**src/rtl/anb_pkg.sv**
```systemverilog
// Shared ANB splitter definitions: page size, in-page segment length and splitter FSM states.
// The write splitter imports the same package.
package anb_pkg;

  localparam int ANB_PAGE_SIZE = 4096;
  localparam int ANB_PAGE_BITS = $clog2(ANB_PAGE_SIZE);

  typedef logic [ANB_PAGE_BITS:0] seg_len_t;

  typedef enum logic {
    ST_IDLE  = 1'b0,
    ST_ISSUE = 1'b1
  } rd_state_t;

  // One bit wider than the in-page offset, so an aligned address yields a full page.
  function automatic seg_len_t seg_len(input logic [ANB_PAGE_BITS-1:0] inpage_addr);
    return seg_len_t'(ANB_PAGE_SIZE) - seg_len_t'(inpage_addr);
  endfunction

endpackage

```
**src/rtl/anb_rd_seg_fifo_m.sv**
```systemverilog
// In-order FIFO of 1-bit "final segment" markers, one per issued read segment.
// Push is dropped when full and pop when empty; no bypass between the two.
module anb_rd_seg_fifo_m
  import anb_pkg::*;
#(
  parameter  int DEPTH = 8,
  localparam int CW    = $clog2(DEPTH + 1),
  localparam int PW    = (DEPTH > 1) ? $clog2(DEPTH) : 1
) (
  input  logic          i_clk,
  input  logic          i_rst,
  input  logic          i_push,
  input  logic          i_din,
  input  logic          i_pop,
  output logic          o_dout,
  output logic          o_full,
  output logic          o_empty,
  output logic [CW-1:0] o_count
);

  localparam logic [PW-1:0] PTR_LAST = PW'(DEPTH - 1);
  localparam logic [CW-1:0] CNT_FULL = CW'(DEPTH);

  logic [DEPTH-1:0] r_mem;
  logic [PW-1:0]    r_wr_ptr;
  logic [PW-1:0]    r_rd_ptr;
  logic [CW-1:0]    r_count;
  logic             w_do_push;
  logic             w_do_pop;

  assign o_full    = (r_count == CNT_FULL);
  assign o_empty   = (r_count == '0);
  assign o_count   = r_count;
  assign o_dout    = r_mem[r_rd_ptr];
  assign w_do_push = i_push & ~o_full;
  assign w_do_pop  = i_pop & ~o_empty;

  always_ff @(posedge i_clk) begin
    if (i_rst) begin
      r_mem    <= '0;
      r_wr_ptr <= '0;
      r_rd_ptr <= '0;
      r_count  <= '0;
    end else begin
      if (w_do_push) begin
        r_mem[r_wr_ptr] <= i_din;
        r_wr_ptr        <= (r_wr_ptr == PTR_LAST) ? '0 : r_wr_ptr + 1'b1;
      end
      if (w_do_pop) begin
        r_rd_ptr <= (r_rd_ptr == PTR_LAST) ? '0 : r_rd_ptr + 1'b1;
      end
      case ({w_do_push, w_do_pop})
        2'b10:   r_count <= r_count + 1'b1;
        2'b01:   r_count <= r_count - 1'b1;
        default: r_count <= r_count;
      endcase
    end
  end

endmodule

```
**src/rtl/anb_rd_splitter_m.sv**
```systemverilog
// ANB read splitter: cuts each request into page-bounded segments and merges their data back
// into one stream whose only last flag is on the final beat of the final segment.
//
//   state    | meaning
//   ---------+------------------------------------------------------------
//   ST_IDLE  | accepting a new upstream request (m_a.aready high)
//   ST_ISSUE | presenting segments of the current request until the final one handshakes
module anb_rd_splitter_m
  import anb_pkg::*;
#(
  parameter type ADDR_T    = logic [31:0],
  parameter type LEN_T     = logic [31:0],
  parameter type DATA_T    = logic [127:0],
  parameter int  PAGE_SIZE = ANB_PAGE_SIZE,
  parameter int  MAX_OUTST = 8
) (
  input  logic  i_clk,
  input  logic  i_rst,
  input  logic  i_m_a_avalid,
  output logic  o_m_a_aready,
  input  ADDR_T i_m_a_addr,
  input  LEN_T  i_m_a_len,
  output logic  o_s_a_avalid,
  input  logic  i_s_a_aready,
  output ADDR_T o_s_a_addr,
  output LEN_T  o_s_a_len,
  input  logic  i_s_d_valid,
  output logic  o_s_d_ready,
  input  DATA_T i_s_d_data,
  input  logic  i_s_d_last,
  output logic  o_m_d_valid,
  input  logic  i_m_d_ready,
  output DATA_T o_m_d_data,
  output logic  o_m_d_last
);

  localparam int            PW       = $clog2(PAGE_SIZE);
  localparam int            CW       = $clog2(MAX_OUTST + 1);
  localparam logic [PW:0]   PAGE_LEN = PAGE_SIZE[PW:0];
  localparam logic [CW-1:0] CNT_MAX  = CW'(MAX_OUTST);

  rd_state_t     r_state;
  ADDR_T         r_cur_addr;
  LEN_T          r_rlen;

  logic [PW:0]   w_room;
  LEN_T          w_seg;
  logic          w_final;
  logic          w_sa_hs;
  logic          w_ma_hs;
  logic          w_pop;
  logic          w_fifo_head;
  logic          w_fifo_full;
  logic          w_fifo_empty;
  logic [CW-1:0] w_fifo_count;

  assign w_room  = PAGE_LEN - {1'b0, r_cur_addr[PW-1:0]};
  assign w_seg   = (r_rlen < LEN_T'(w_room)) ? r_rlen : LEN_T'(w_room);
  assign w_final = (r_rlen == w_seg);

  assign o_m_a_aready = (r_state == ST_IDLE) & ~i_rst;
  assign o_s_a_avalid = (r_state == ST_ISSUE) & ~w_fifo_full;
  assign o_s_a_addr   = r_cur_addr;
  assign o_s_a_len    = w_seg;

  assign w_ma_hs = i_m_a_avalid & o_m_a_aready;
  assign w_sa_hs = o_s_a_avalid & i_s_a_aready;

  // Data is passed straight through; only the final segment's last beat keeps its last flag.
  assign o_m_d_valid = i_s_d_valid & ~w_fifo_empty;
  assign o_s_d_ready = i_m_d_ready & ~w_fifo_empty;
  assign o_m_d_data  = i_s_d_data;
  assign o_m_d_last  = i_s_d_last & w_fifo_head;
  assign w_pop       = i_s_d_valid & o_s_d_ready & i_s_d_last;

  anb_rd_seg_fifo_m #(
    .DEPTH (MAX_OUTST)
  ) u_seg_fifo (
    .i_clk   (i_clk),
    .i_rst   (i_rst),
    .i_push  (w_sa_hs),
    .i_din   (w_final),
    .i_pop   (w_pop),
    .o_dout  (w_fifo_head),
    .o_full  (w_fifo_full),
    .o_empty (w_fifo_empty),
    .o_count (w_fifo_count)
  );

  always_ff @(posedge i_clk) begin
    if (i_rst) begin
      r_state    <= ST_IDLE;
      r_cur_addr <= '0;
      r_rlen     <= '0;
    end else begin
      case (r_state)
        ST_IDLE: begin
          if (w_ma_hs) begin
            r_cur_addr <= i_m_a_addr;
            r_rlen     <= i_m_a_len;
            r_state    <= ST_ISSUE;
          end
        end
        ST_ISSUE: begin
          if (w_sa_hs) begin
            r_cur_addr <= r_cur_addr + ADDR_T'(w_seg);
            r_rlen     <= r_rlen - w_seg;
            if (w_final) r_state <= ST_IDLE;
          end
        end
        default: r_state <= ST_IDLE;
      endcase
    end
  end

  // Protocol guards: zero-length requests and data arriving ahead of any issued segment.
  always_ff @(posedge i_clk) begin
    if (!i_rst) begin
      if (w_ma_hs) assert (i_m_a_len != '0) else $error("anb_rd_splitter_m: zero-length request");
      if (i_s_d_valid) assert (!w_fifo_empty) else $error("anb_rd_splitter_m: read data with no segment outstanding");
      assert (w_fifo_count <= CNT_MAX) else $error("anb_rd_splitter_m: segment FIFO overrun");
    end
  end

endmodule

```
**config.mk**
```make
export PLATFORM = sky130hd
export DESIGN_NAME = anb_rd_splitter_m
export DESIGN_NICKNAME = d
export VERILOG_FILES = /design/src/rtl/anb_pkg.sv /design/src/rtl/anb_rd_seg_fifo_m.sv /design/src/rtl/anb_rd_splitter_m.sv
export SDC_FILE = /design/constraint.sdc
export NUM_CORES = 1
export LEC_CHECK = 0
export BUFFER_PORTS_ARGS = -buffer_cell sky130_fd_sc_hd__buf_4
export CAP_MARGIN = 20
export CORE_AREA = 5 5 152 154
export DETAILED_ROUTE_END_ITERATION = 12
export DIE_AREA = 0 0 157 159
export GPL_TIMING_DRIVEN = 1
export PLACE_DENSITY = 0.73
export SKIP_CTS_REPAIR_TIMING = 1
export SYNTH_ARGS = -nofsm -noshare
export SYNTH_HDL_FRONTEND = slang
export SYNTH_SLANG_ARGS = --single-unit
export TNS_END_PERCENT = 50
```
**constraint.sdc**
```tcl
create_clock -name i_clk -period 8.45 [get_ports i_clk]
set_clock_uncertainty 0.2 [all_clocks]
set_input_delay 0.4225 -clock i_clk [delete_from_list [all_inputs] [get_ports i_clk]]
set_output_delay 0.4225 -clock i_clk [all_outputs]
set_load 0.01 [all_outputs]
```
==> flow_summary.rst <==
.. list-table::
   :header-rows: 1

   * - Metric
     - Value
   * - Die Area
     - 25000 um2
   * - Biggest area contributors in the synthesized netlist
     - dfxtp_1 (20%), buf_4 (14%), ha_1 (9.8%), mux2i_1 (6.3%), nor2_1 (4.9%)
   * - Die boundary width
     - 157 um
   * - Clock tree from TritonCTS
     - built
   * - Ratio of cells with drive above 1 in the final layout
     - 0.166
   * - Final setup violating endpoints
     - 0
   * - Number of ports placed on the die boundary
     - 396
   * - Standby leakage power
     - 3.72 nW
   * - Number of levels in the clock H-tree
     - 3
   * - CTS sink count
     - 83
   * - Wirelength, routed
     - 22.7 mm
   * - Unrepaired setup endpoints after global routing
     - false
   * - Via count of the first global-routing pass
     - 6947
   * - Layout area overhead
     - 5.66%
   * - Hold Path Class
     - input port to flip-flop
   * - Synth Warn #
     - 0
   * - Most frequent standard cell in the layout excluding fill and tap cells
     - buf_4
   * - Post-layout net count
     - 1283
   * - Flip-flop and latch count after synthesis
     - 83
   * - Worst endpoint required time
     - 8.46 ns
   * - Power density over the cells
     - 209 nW/um2
   * - Sequential fraction of the synthesis area
     - 0.204
   * - Number of buffers created by CTS
     - 9
   * - Gate count of the mapped netlist
     - 1034
   * - Most instantiated flip-flop cell in the synthesis netlist
     - dfxtp_1
   * - Post-route minimum period
     - 6.72 ns
   * - Area fraction of the dominant cell type after synthesis
     - 0.204
   * - Maximum clock frequency
     - 149 MHz
   * - Number of iterations in the first detailed-routing pass
     - 4
   * - Type of element capturing the critical path
     - flip-flop
   * - Antenna Cells
     - 0
   * - Average routed wire per standard cell
     - 17.4 um
   * - Critical Path Fanout Max
     - 7
   * - Average vias per placed instance
     - 5.51
   * - Netlist area before placement
     - 8140 um2
   * - Syn avg cell area
     - 7.87 um2
   * - Starting density of the core
     - 0.377
   * - Clock tree root buffer cell
     - clkbuf_16
   * - Cell count after placement
     - 1286
   * - Port Buffer Count
     - 120
   * - Area of all placed cells without fillers
     - 8600 um2
   * - Share of synthesized registers carrying an async set or reset
     - 0
   * - Worst supply voltage drop on vdd
     - 0.0964 mV
   * - Number of different library cells in the post-synthesis netlist
     - 69
   * - Clock latency of the later-clocked register in the worst-skew pair
     - 0.36 ns
   * - Result of the run
     - finished, final reports clean
   * - Worst Hold Slack
     - 0.116 ns
   * - Maximum number of pins on one net before global-route repair
     - 66
   * - Placed Area
     - 8290 um2
   * - Initial antenna violation count
     - 0
   * - TNS Setup
     - 0 ns
   * - Total Power Consumption
     - 1.79 mW
   * - Weighted congestion at the end of routability-driven global placement
     - 0.892
   * - Vias
     - 7177
   * - Part of the cycle the worst path needs
     - 0.795
   * - Detailed router's first-iteration violation count
     - 421
   * - Overall die height
     - 159 um
   * - Combined flip-flop and latch cell area
     - 1670 um2
   * - Global-route wire length before repair
     - 36.1 mm
   * - Final cell count without fillers
     - 1302
   * - FP Rows
     - 54
   * - Top cell type by total area after synthesis
     - dfxtp_1
   * - Final antenna-violating net count
     - 0
   * - Multi-input logic area
     - 5200 um2
   * - Post-detail-place hpwl
     - 17.2 mm
   * - Overflow left after global routing
     - 0
   * - Worst setup SP type
     - flip-flop
   * - Worst Tran Pin Value
     - 0.893 ns
   * - Classification of the worst setup path
     - flip-flop to flip-flop
   * - Number of enable-type register cells in the synthesized netlist
     - 0
   * - Total of fill cells in the finished design
     - 2183
   * - Leading cell types in the layout, fill and taps excluded
     - buf_4 (126), nor2_1 (105), dfxtp_1 (82)
   * - Data arrival time of the critical path
     - 6.73 ns
   * - Relative slew slack
     - 0.397
   * - Final Hold Vio Count
     - 0
   * - Post-route DRC violation count
     - 0
   * - Pins Over Slew Limit
     - 0
   * - Clock slew at reported path FFs
     - 0.08 ns
   * - Count of max-cap constraint violations
     - 0
   * - Maximum count of clock buffers along a single path
     - 2
   * - Placeable Area
     - 21600 um2
   * - Overall global routing resource usage
     - 0.176
==> metrics by stage <==
stage / setup slack (ns) / util
2_1_floorplan: 2.44 / -
3_3_place_gp: 2.16 / 0.385
3_5_place_dp: 1.86 / 0.385
4_1_cts: 1.83 / 0.399
5_1_grt: 1.22 / 0.399
6_report: 1.73 / 0.399
==> state kept, by name, indices dropped and copies added, names as in the netlist <==
| register | count |
|---|---|
| u_seg_fifo.r_mem | 8 |
| u_seg_fifo.r_wr_ptr | 3 |
| u_seg_fifo.r_rd_ptr | 3 |
| r_rlen | 32 |
| r_state | 1 |
| u_seg_fifo.o_count | 4 |
| o_s_a_addr | 32 |
==> cells in the mapped netlist, types with 5 or more instances <==
cell type / count
nor3b_1: 9
and3_1: 5
nand4_1: 14
mux2_4: 7
xor2_1: 19
o22ai_1: 5
nor3_1: 29
a211oi_1: 38
nand2_1: 63
nand3_1: 12
o21a_1: 8
nor2b_1: 8
clkbuf_1: 37
a21o_1: 18
a221oi_1: 7
dfxtp_1: 83
o21bai_1: 5
a31oi_1: 13
o21ai_0: 41
buf_4: 147
xnor2_1: 29
nand2b_1: 11
inv_1: 34
ha_1: 64
nor4_1: 9
a21oi_1: 74
o211ai_1: 9
mux2i_1: 51
nor2_1: 106
==> final timing paths <==
kind	start	to	slack [ns]	cells past startpoint
setup / recovery	o_s_a_addr[2]	r_rlen[26]	1.73	24
setup reg to reg	o_s_a_addr[2]	r_rlen[26]	1.73	24
hold / removal	i_m_a_len[28]	r_rlen[28]	0.12	3
hold reg to reg	u_seg_fifo.r_mem[7]	u_seg_fifo.r_mem[7]	0.28	2
==> layer usage <==
metal / global-route usage / wire length, um
met1: 0.223 / 9670
met2: 0.279 / 10300
met3: 0.0432 / 1780
met4: 0.0821 / 951
met5: 0 / 0
==> kinds of logic after synthesis <==
| family | after synthesis | share of synthesized area |
|---|---|---|
| muxes | 65 | 0.0881 |
| other | 1 | 0.000461 |
| AOI/OAI and AO/OA | 257 | 0.206 |
| and+or+nand+nor | 289 | 0.170 |
| DFF | 83 | 0.204 |
| xor gates and xnor gates | 48 | 0.0517 |
| buffers and inverters | 224 | 0.174 |
| adders and majority gates | 67 | 0.106 |
==> power by group <==
group          total (mW)  internal, mW  switching [mW]
clock               0.414         0.212           0.202
sequential          0.476         0.425          0.0509
combinational       0.904         0.398           0.506
total                1.79          1.04           0.759
==> area by class of cell <==
cell class                 instances  share of cell area
clock buffer                       9              0.0262
multi-input combinational        763               0.605
clock inverter                     7             0.00917
tap                              280              0.0408
inverter                          34              0.0148
timing repair buffer             126               0.110
sequential                        83               0.194
==> worst max-delay path, stage by stage, from the launching register on <==
cell	delay [ns]
dfxtp_1	0.39
nor4_1	0.38
nand2_1	0.14
or4_1	0.44
xor2_1	0.27
inv_1	0.08
ha_1	0.30
a21o_1	0.16
a21o_1	0.17
a21oi_1	0.17
o21ai_2	0.08
a21oi_4	0.15
mux2i_1	0.34
ha_1	0.24
inv_1	0.06
fa_1	0.40
a21o_1	0.20
a21oi_1	0.27
o21ai_0	0.13
a31oi_1	0.37
o21ai_0	0.33
a211oi_1	0.85
a211oi_1	0.18
a31oi_1	0.19
o21ai_0	0.11
Note: power is estimated with default switching activity, not from simulation.
